## config.mk

```make
export PLATFORM = sky130hd
export DESIGN_NAME = bcd_counter_chain_flat
export DESIGN_NICKNAME = d
export VERILOG_FILES = /design/src/rtl/bcd_counter_chain_if.sv /design/src/rtl/bcd_counter_chain.sv /design/src/flat_wrapper.sv
export SDC_FILE = /design/constraint.sdc
export NUM_CORES = 1
export LEC_CHECK = 0
export CAP_MARGIN = 20
export CORE_MARGIN = 10
export CORE_UTILIZATION = 45
export DETAILED_ROUTE_END_ITERATION = 10
export GPL_TIMING_DRIVEN = 0
export HOLD_SLACK_MARGIN = 0.1
export PLACE_DENSITY = 0.72
export SYNTH_ARGS = -nofsm -noshare
export SYNTH_HDL_FRONTEND = slang
export SYNTH_SLANG_ARGS = --single-unit
```

## constraint.sdc

```tcl
create_clock -name clk -period 2.83 [get_ports clk]
set_input_delay 0.283 -clock clk [delete_from_list [all_inputs] [get_ports clk]]
set_output_delay 0.283 -clock clk [all_outputs]
set_load 0.02 [all_outputs]
```

## src/rtl/bcd_counter_chain_if.sv

```systemverilog
// Control, load and display signals of the BCD counter chain, with
// master (driver) and slave (counter) views.
interface bcd_counter_chain_if #(
  parameter int NUM_DIGITS = 4
);
  logic                    clr;
  logic                    load;
  logic [4*NUM_DIGITS-1:0] load_val;
  logic                    en;
  logic                    up_dn;
  logic [4*NUM_DIGITS-1:0] display;
  logic                    cout;
  logic                    wrap;

  modport master (
    output clr, load, load_val, en, up_dn,
    input  display, cout, wrap
  );

  modport slave (
    input  clr, load, load_val, en, up_dn,
    output display, cout, wrap
  );
endinterface

```

## src/rtl/bcd_counter_chain.sv

```systemverilog
// Multi-digit synchronous BCD up/down counter with load, clear and cascade cout.
// Optional macro BCD_COUNTER_SATURATE_EN: saturate at all 9s / all 0s instead of wrapping.
module bcd_counter_chain #(
  parameter int                      NUM_DIGITS = 4,
  parameter logic [4*NUM_DIGITS-1:0] INIT_VAL   = '0
) (
  input  logic                clk,
  input  logic                rst,
  bcd_counter_chain_if.slave  bus
);
  localparam int W = 4 * NUM_DIGITS;

  logic [W-1:0] display_q;
  logic [W-1:0] display_d;
  logic         wrap_q;
  logic         wrap_d;
  logic [W-1:0] stepped_s;
  logic         terminal_s;
  logic [W-1:0] load_mod_s;
  logic         count_s;

  function automatic logic [3:0] mod10(input logic [3:0] nib);
    if (nib > 4'd9) begin
      return nib - 4'd10;
    end else begin
      return nib;
    end
  endfunction

  // Returns {all digits at terminal value, value after one step}.
  // The carry/borrow propagates through every digit within one evaluation.
  function automatic logic [W:0] step_chain(input logic [W-1:0] val, input logic up);
    logic         carry;
    logic [3:0]   dig;
    logic [W-1:0] nxt;
    carry = 1'b1;
    nxt   = val;
    for (int i = 0; i < NUM_DIGITS; i++) begin
      dig = val[4*i +: 4];
      if (carry) begin
        if (up) begin
          if (dig == 4'd9) begin
            nxt[4*i +: 4] = 4'd0;
          end else begin
            nxt[4*i +: 4] = dig + 4'd1;
            carry         = 1'b0;
          end
        end else begin
          if (dig == 4'd0) begin
            nxt[4*i +: 4] = 4'd9;
          end else begin
            nxt[4*i +: 4] = dig - 4'd1;
            carry         = 1'b0;
          end
        end
      end else begin
        nxt[4*i +: 4] = dig;
      end
    end
    return {carry, nxt};
  endfunction

  // Per-digit mod-10 fold of the load value.
  always_comb begin
    load_mod_s = '0;
    for (int i = 0; i < NUM_DIGITS; i++) begin
      load_mod_s[4*i +: 4] = mod10(bus.load_val[4*i +: 4]);
    end
  end

  // Next-state selection with priority clr > load > en.
  always_comb begin
    {terminal_s, stepped_s} = step_chain(display_q, bus.up_dn);
    count_s   = bus.en & ~bus.clr & ~bus.load;
    display_d = display_q;
    wrap_d    = 1'b0;
    if (bus.clr) begin
      display_d = '0;
    end else if (bus.load) begin
      display_d = load_mod_s;
    end else if (bus.en) begin
      wrap_d = terminal_s;
`ifdef BCD_COUNTER_SATURATE_EN
      if (terminal_s) begin
        display_d = display_q;
      end else begin
        display_d = stepped_s;
      end
`else
      display_d = stepped_s;
`endif
    end else begin
      display_d = display_q;
    end
  end

  // Count and wrap-pulse registers.
  always_ff @(posedge clk or posedge rst) begin
    if (rst) begin
      display_q <= INIT_VAL;
      wrap_q    <= 1'b0;
    end else begin
      display_q <= display_d;
      wrap_q    <= wrap_d;
    end
  end

  assign bus.display = display_q;
  assign bus.wrap    = wrap_q;
  assign bus.cout    = count_s & terminal_s;
endmodule

```

## src/flat_wrapper.sv

```systemverilog
// flat-port wrapper written by rule: the top's interface ports become plain ports
module bcd_counter_chain_flat 
#(
  parameter int                      NUM_DIGITS = 4,
  parameter logic [4*NUM_DIGITS-1:0] INIT_VAL   = '0
)
  (clk, rst, bus_clr, bus_load, bus_load_val, bus_en, bus_up_dn, bus_display, bus_cout, bus_wrap);
  bcd_counter_chain_if #(.NUM_DIGITS(NUM_DIGITS)) bus_i ();
  input  logic clk;
  input  logic rst;
  input wire logic [$bits(bus_i.clr)-1:0] bus_clr;
  input wire logic [$bits(bus_i.load)-1:0] bus_load;
  input wire logic [$bits(bus_i.load_val)-1:0] bus_load_val;
  input wire logic [$bits(bus_i.en)-1:0] bus_en;
  input wire logic [$bits(bus_i.up_dn)-1:0] bus_up_dn;
  output wire logic [$bits(bus_i.display)-1:0] bus_display;
  output wire logic [$bits(bus_i.cout)-1:0] bus_cout;
  output wire logic [$bits(bus_i.wrap)-1:0] bus_wrap;
  assign bus_i.clr = bus_clr;
  assign bus_i.load = bus_load;
  assign bus_i.load_val = bus_load_val;
  assign bus_i.en = bus_en;
  assign bus_i.up_dn = bus_up_dn;
  assign bus_display = bus_i.display;
  assign bus_cout = bus_i.cout;
  assign bus_wrap = bus_i.wrap;
  bcd_counter_chain #(.NUM_DIGITS(NUM_DIGITS), .INIT_VAL(INIT_VAL)) u_core (.clk(clk), .rst(rst), .bus(bus_i));
endmodule
```

==> flow_metrics.py, run 1 <==
metrics = {
    "status": {
        "status": "finished, final reports clean",
    },
    "layout": {
        "post-route-cell-area_mm2": 0.00240,
        "antennaDiodeCount": 0,
        "drive_above_1_share_pct": 8.83,
        "areaGrowthSynthToFinish_pct": 25.9,
        "fin_cells": 333,
        "fin_nets": 325,
    },
    "power_and_ir_drop": {
        "p_per_area_mw_per_mm2": 362,
        "power_uw": 868,
        "vdd_drop_max_v": 0.000180,
        "power.leakage_uw": 0.00102,
    },
    "synth": {
        "synth-main-ff-cell": "dfrtp_1",
        "synth_area_mm2": 0.00191,
        "synthesis.nets": 283,
        "syn_area_per_cell_um2": 7.87,
        "async_reset_ff_share_pct": 100,
        "synth-seq-cells": 17,
        "yosys_warnings": 0,
        "synth.distinct_cells": 51,
        "synth_edf_count": 0,
        "ys_seq_area_share_pct": 22.3,
        "postSynthCellCount": 242,
    },
    "setup_path": {
        "cp_max_fo": 6,
        "critPathTopFamily": "simple AND/OR/NAND/NOR gates",
        "r2r_slack_ps": 530,
        "r2r_cells": 7,
        "regToRegStartpoint": "u_core.bus.display[4]",
        "worstPathArrival_ps": 2410,
        "crit_path_end_kind": "output pin",
        "startpoint": "u_core.bus.display[1]",
        "cpPeakStageDelay_ps": 450,
        "crit_buf_inv": 2,
        "slowest_stage": "dfrtp_2",
        "worstSetupPathType": "flop to output pin",
        "worst-path-stages": 7,
        "crit_chain": "inv_1 -> ha_2 -> or3b_4 -> a2111oi_2 -> nand3_1 -> nor3_2 -> buf_4",
        "startpoint_type": "flop",
        "r2r-end": "u_core.bus.display[13]",
        "crit_required_ps": 2550,
        "endpoint": "bus_cout",
    },
    "routing": {
        "dr.pass1.iters": 4,
        "drc": 0,
        "vias": 1953,
        "detail_route.wl_per_cell_um": 16.0,
        "met2WireLength_mm": 2.54,
        "drt_iter0_markers": 151,
        "viasPerCell": 5.86,
        "wl_met1_mm": 2.39,
        "wl_met3_um": 347,
        "drtAntennaViolNets": 0,
        "top_layer": "met4",
        "drt-total-wl_mm": 5.33,
    },
    "timing": {
        "hold_violations": 0,
        "skew_ps": 4.47,
        "period_share_pct": 95.1,
        "min_period_ps": 2690,
        "drv_slew": 0,
        "hold-worst-slack_ps": 439,
        "maxSlewHeadroom_pct": 51.0,
        "timing.setup.tns_ps": 0,
        "worst_slew_pin_slew_ps": 735,
        "setup-violations-final": 0,
        "max_freq_mhz": 372,
    },
    "grt": {
        "antenna_found_initial": 0,
        "grt_pass1_vias": 1906,
        "grt_pass1_wl_mm": 9.16,
        "grt_max_degree": 18,
        "grt_use_total_pct": 14.9,
        "grt_overflow_total": 0,
    },
    "die": {
        "die_area_mm2": 0.00724,
        "ios": 40,
        "die_x_um": 85.1,
        "die_h_um": 85.1,
        "core_area_mm2": 0.00406,
        "rows": 23,
        "start_util_pct": 47.0,
    },
    "clocking": {
        "numCtsBuffers": 3,
        "clk_pin_slew_ps": 80,
        "cts-root-buf": "clkbuf_8",
        "ctsHoldBuffers": 0,
        "clock_path_buffers": 2,
        "cts_tree": "built",
        "post-cts-setup-buffer-count": 0,
        "clock-sinks": 17,
        "clkLatencyLatePin_ps": 260,
        "htree_num_levels": 1,
    },
    "place": {
        "dpl.cell_count": 329,
        "place.port_buffers": 37,
        "dpl.hpwl_mm": 4.02,
        "dpl_cell_area_mm2": 0.00234,
        "place_congestion": 0.850,
    },
    "run": {
        "cap_violations": 0,
    },
    "hold_path": {
        "hp-class": "primary input to asynchronous set/reset pin",
    },
}
cell usage after synthesis, drive strengths merged (2+ instances only):
cell / number / area share (%)
inv: 26 / 5.1
a21oi: 21 / 5.5
ha: 19 / 12
nor2: 18 / 3.5
dfrtp: 17 / 22
nand2: 17 / 3.5
nand3: 15 / 3.9
o21ai: 15 / 3.9
nor3: 10 / 2.6
clkbuf: 8 / 1.6
a211oi: 7 / 2.8
a21o: 5 / 2.0
buf: 5 / 1.5
mux2: 4 / 2.4
mux2i: 4 / 2.1
nand2b: 4 / 1.3
a2111oi: 3 / 1.7
a221oi: 3 / 2.3
a31oi: 3 / 0.99
o21bai: 3 / 1.2
a211o: 2 / 0.92
a311oi: 2 / 0.92
a32o: 2 / 1.1
a32oi: 2 / 0.92
mux4: 2 / 2.4
nand4b: 2 / 0.92
o31a: 2 / 0.92
o31ai: 2 / 0.79
or3: 2 / 0.66
power breakdown:
part	switching (µW)	internal, µW
sequential	35.1	264
combinational	203	170
clock	98.4	98.1
total	336	531
cell type report:
class / instances / area [µm²]
sequential: 17 / 428
buffer: 13 / 58.8
tap: 50 / 62.6
inverter: 26 / 97.6
clock buffer: 3 / 41.3
fill: 383 / 1660
clock inverter: 1 / 5.00
multi-input combinational: 186 / 1340
timing repair buffer: 37 / 368
cell families (layout without fill, tap and decap cells):
family                     Yosys count  count (layout)  share of synthesized area, %
muxes                               10              10                          6.83
xor gates and xnor gates             2               2                         0.919
buffers and inverters               39              80                          8.21
AOI/OAI and AO/OA                   80              80                          29.6
and+or+nand+nor                     75              75                          19.6
adders and majority gates           19              19                          12.5
DFF                                 17              17                          22.3
stage by stage:
step	util (%)	setup WS, ps
floorplan	-	269
global placement	57.6	-109
detailed placement	57.6	-92.6
CTS	58.8	99.8
global route	59.1	-16.0
finish	59.1	138
how the worst min path moves through the flow:
| stage | startpoint | end | cells past startpoint |
|---|---|---|---|
| after floorplan | rst | u_core.bus.display[0] | 1 |
| after global placement | u_core.bus.display[14] | u_core.bus.display[14] | 1 |
| after detailed placement | u_core.bus.display[14] | u_core.bus.display[14] | 1 |
| after CTS | rst | u_core.bus.display[15] | 2 |
| after global routing | rst | u_core.bus.display[15] | 2 |
| final | rst | u_core.bus.display[7] | 2 |
metal layers:
layer  global-route usage, %  vias to the layer above
met2                    24.3                       52
met5                       0                        -
li1                        -                      973
met3                    3.06                        4
met4                    4.49                        0
met1                    19.1                      924
flip-flops by register name, summed over array words and instances (netlist names):
signal              cells
u_core.bus.display     16
u_core.bus.wrap         1
repair_timing:
action / CTS / global route
pin swaps: 0 / 1
resized for setup: 8 / 4
cloned: 0 / 0
setup endpoints to repair: 1 / 1
cells in the final DEF (no fill, tap or decap), types with 3 or more instances in the layout:
cell type and count:
nor3_1 9, clkbuf_1 8, nand3_1 15, nor2_1 18, dfrtp_1 15, ha_1 18
nand2b_1 4, a211oi_1 7, clkdlybuf4s50_1 36, clkbuf_8 3, a21oi_1 21, mux2i_1 4
o21bai_1 3, nand2_1 16, a21o_1 5, inv_1 26, mux2_2 4, o21ai_0 15
a31oi_1 3
Note: power is estimated with default switching activity, not from simulation.
==> inputs of run 2 (changes only) <==
--- a/config.mk
+++ b/config.mk
@@ -5,13 +5,15 @@
 export SDC_FILE = /design/constraint.sdc
 export NUM_CORES = 1
 export LEC_CHECK = 0
+export ABC_AREA = 1
 export CAP_MARGIN = 20
 export CORE_MARGIN = 10
 export CORE_UTILIZATION = 45
 export DETAILED_ROUTE_END_ITERATION = 10
 export GPL_TIMING_DRIVEN = 0
 export HOLD_SLACK_MARGIN = 0.1
-export PLACE_DENSITY = 0.72
+export PLACE_DENSITY = 0.71
+export REMOVE_ABC_BUFFERS = 1
 export SYNTH_ARGS = -nofsm -noshare
 export SYNTH_HDL_FRONTEND = slang
 export SYNTH_SLANG_ARGS = --single-unit
==> run 2 against run 1 <==
Effect of this change:
- global-route usage decreased by 1.4 points
- cell area increased by 0.52%
- first-iteration DRC count decreased by 42%
- cell count increased by 15%
- wire length decreased by 5.2%
- non-clock buffer count decreased by 8
- critical endpoint unchanged
==> flow_metrics.py, run 2 <==
metrics = {
    "synth": {
        "synth_common_cells": "67 x nand2_1, 37 x nand3_1, 32 x inv_1",
        "yosys.area.top_type": "dfrtp_1",
        "async_reset_ff_share_pct": 100,
        "syn_area_per_cell_um2": 6.64,
        "ys_seq_area_share_pct": 21.7,
        "synth.distinct_cells": 37,
        "synth.most_common_cell": "nand2_1",
        "synth_edf_count": 0,
        "synth-main-ff-cell": "dfrtp_1",
        "yosys_warnings": 0,
        "postSynthCellCount": 295,
        "yosysTopAreaCellShare_pct": 21.7,
        "synth_area_mm2": 0.00196,
        "synth-seq-cells": 17,
        "synthTopCellsByArea": "dfrtp_1 22%, nand2_1 13%, ha_1 12%",
    },
    "setup_path": {
        "crit_path_end_kind": "output pin",
        "r2r-end": "u_core.bus.display[11]",
        "endpoint": "bus_cout",
        "cp_max_fo": 7,
        "worstPathArrival_ps": 2360,
        "startpoint": "u_core.bus.display[5]",
        "crit_required_ps": 2550,
        "worstSetupPathType": "flop to output pin",
        "r2r_cells": 10,
        "startpoint_type": "flop",
        "regToRegStartpoint": "u_core.bus.display[8]",
        "r2r_slack_ps": 1150,
    },
    "grt": {
        "antenna_found_initial": 0,
        "grt_use_total_pct": 13.6,
        "grt_pass1_vias": 1933,
        "grt_overflow_total": 0,
        "grt_pass1_wl_mm": 8.56,
        "grt_max_degree": 20,
    },
    "hold_path": {
        "hp-class": "primary input to asynchronous set/reset pin",
    },
    "timing": {
        "hold-worst-slack_ps": 431,
        "rsz0062_at_grt": "no",
        "worst_slew_pin_slew_ps": 711,
        "maxSlewHeadroom_pct": 52.6,
        "min_period_ps": 2650,
        "period_share_pct": 93.5,
        "max_freq_mhz": 378,
        "skew_ps": 1.26,
        "timing.setup.tns_ps": 0,
        "hold_violations": 0,
        "setup-violations-final": 0,
        "drv_slew": 0,
    },
    "die": {
        "core_area_mm2": 0.00412,
        "die_x_um": 86.0,
        "die_h_um": 86.0,
        "die_area_mm2": 0.00739,
        "rows": 23,
        "start_util_pct": 47.6,
        "ios": 40,
    },
    "power_and_ir_drop": {
        "vdd_drop_max_v": 0.000182,
        "power_uw": 925,
        "power.leakage_uw": 0.00118,
        "p_per_area_mw_per_mm2": 383,
    },
    "run": {
        "cap_violations": 0,
    },
    "layout": {
        "fin_nets": 374,
        "post-route-cell-area_mm2": 0.00241,
        "areaGrowthSynthToFinish_pct": 23.1,
        "most-common-layout-cells": "67 x nand2_1, 38 x clkdlybuf4s50_1, 37 x nand3_1, 32 x inv_1, 24 x nor2_1",
        "fillers": 410,
        "drive_above_1_share_pct": 9.94,
        "final_common_cell": "nand2_1",
        "antennaDiodeCount": 0,
        "fin_cells": 382,
        "largest_register_ffs": 16,
    },
    "clocking": {
        "htree_num_levels": 1,
        "cts_tree": "built",
        "clk_pin_slew_ps": 70,
        "clkLatencyLatePin_ps": 260,
        "ctsHoldBuffers": 0,
        "cts-root-buf": "clkbuf_8",
        "clock_path_buffers": 2,
        "numCtsBuffers": 3,
        "clock-sinks": 17,
    },
    "routing": {
        "dr.pass1.iters": 4,
        "detail_route.wl_per_cell_um": 13.2,
        "vias": 2025,
        "drc": 0,
        "drt_iter0_markers": 88,
        "drtAntennaViolNets": 0,
        "drt-total-wl_mm": 5.05,
        "viasPerCell": 5.30,
    },
    "place": {
        "dpl.cell_count": 375,
        "dpl.hpwl_mm": 3.91,
        "dpl_cell_area_mm2": 0.00235,
        "place_congestion": 0.829,
        "place.port_buffers": 39,
    },
    "status": {
        "status": "finished, final reports clean",
    },
}
[run 2: changes by cell type in the layout (fill, tap and decap cells not counted), moves of 7 or more]
cell	before	now
nand3_1	15	37
o21ai_1	0	10
nand2_1	16	67
clkbuf_1	8	0
a211oi_1	7	0
inv_2	0	9
nor3_1	9	0
[run 2: kinds of logic after synthesis]
kind of cell / count (synthesis) / share of synthesized area [%]
buf+inv: 52 / 11.6
fa+ha+maj: 19 / 12.1
flops: 17 / 21.7
compound gates: 59 / 17.8
xor+xnor: 3 / 1.34
simple gates: 145 / 35.4
[run 2: per-stage QoR]
| step | setup WS [ps] | utilization [%] |
|---|---|---|
| 2_1_floorplan | 963 | - |
| 3_3_place_gp | -154 | 57.0 |
| 3_5_place_dp | -168 | 57.0 |
| 4_1_cts | 95.7 | 58.1 |
| 5_1_grt | 34.4 | 58.6 |
| 6_report | 183 | 58.6 |
[run 2: power breakdown]
group          leakage [µW]  internal (µW)  total (µW)  switching, µW
clock             0.0000255           98.1         194           95.7
sequential         0.000220            268         312           44.4
combinational      0.000933            177         419            242
total               0.00118            543         925            382
[run 2: how the worst min path moves through the flow]
stage | endpoint | slack, ps | cells past startpoint
floorplan | u_core.bus.display[0] | 210 | 1
CTS | u_core.bus.wrap | 450 | 2
global placement | u_core.bus.display[15] | 570 | 2
global route | u_core.bus.wrap | 500 | 2
finish | u_core.bus.display[9] | 430 | 2
detailed placement | u_core.bus.display[5] | 570 | 2
[run 2: worst max-delay path, stage by stage (launching register included)]
cell and delay [ps]:
dfrtp_1 440, inv_1 150, ha_1 160, nand3_1 180, o21ai_4 270, nand3_4 150, nor2_1 130, clkdlybuf4s50_1 620
[run 2: metal layers]
layer	up-vias	global-route usage (%)	part of all wire, %
li1	1053	-	-
met4	0	5.39	1.7
met1	906	16.3	43
met2	57	22.8	49
met3	9	2.84	6.3
met5	-	0	0
[run 2: area by class of cell]
cell class              count  area [µm²]  share of cell area [%]
clock buffers               3        41.3                    1.71
multi-input cells         226        1310                    54.1
repair buffers             42         408                    16.9
inverters                  43         164                    6.80
clock inverters             1        5.00                   0.208
flip-flops and latches     17         425                    17.6
well taps                  50        62.6                    2.59
[run 2: what timing repair did]
| action | 4_1_cts | 5_1_grt |
|---|---|---|
| endpoints found under the setup margin | 1 | 1 |
| buffers inserted | 0 | 3 |
| pin swaps | 0 | 1 |
| gates resized for setup | 1 | 2 |
==> inputs of run 3 (changes only) <==
--- a/config.mk
+++ b/config.mk
@@ -17,3 +17,4 @@
 export SYNTH_ARGS = -nofsm -noshare
 export SYNTH_HDL_FRONTEND = slang
 export SYNTH_SLANG_ARGS = --single-unit
+export TNS_END_PERCENT = 10
==> results of run 3 <==
Final layout, timing and power as in run 2 (identical DEF).
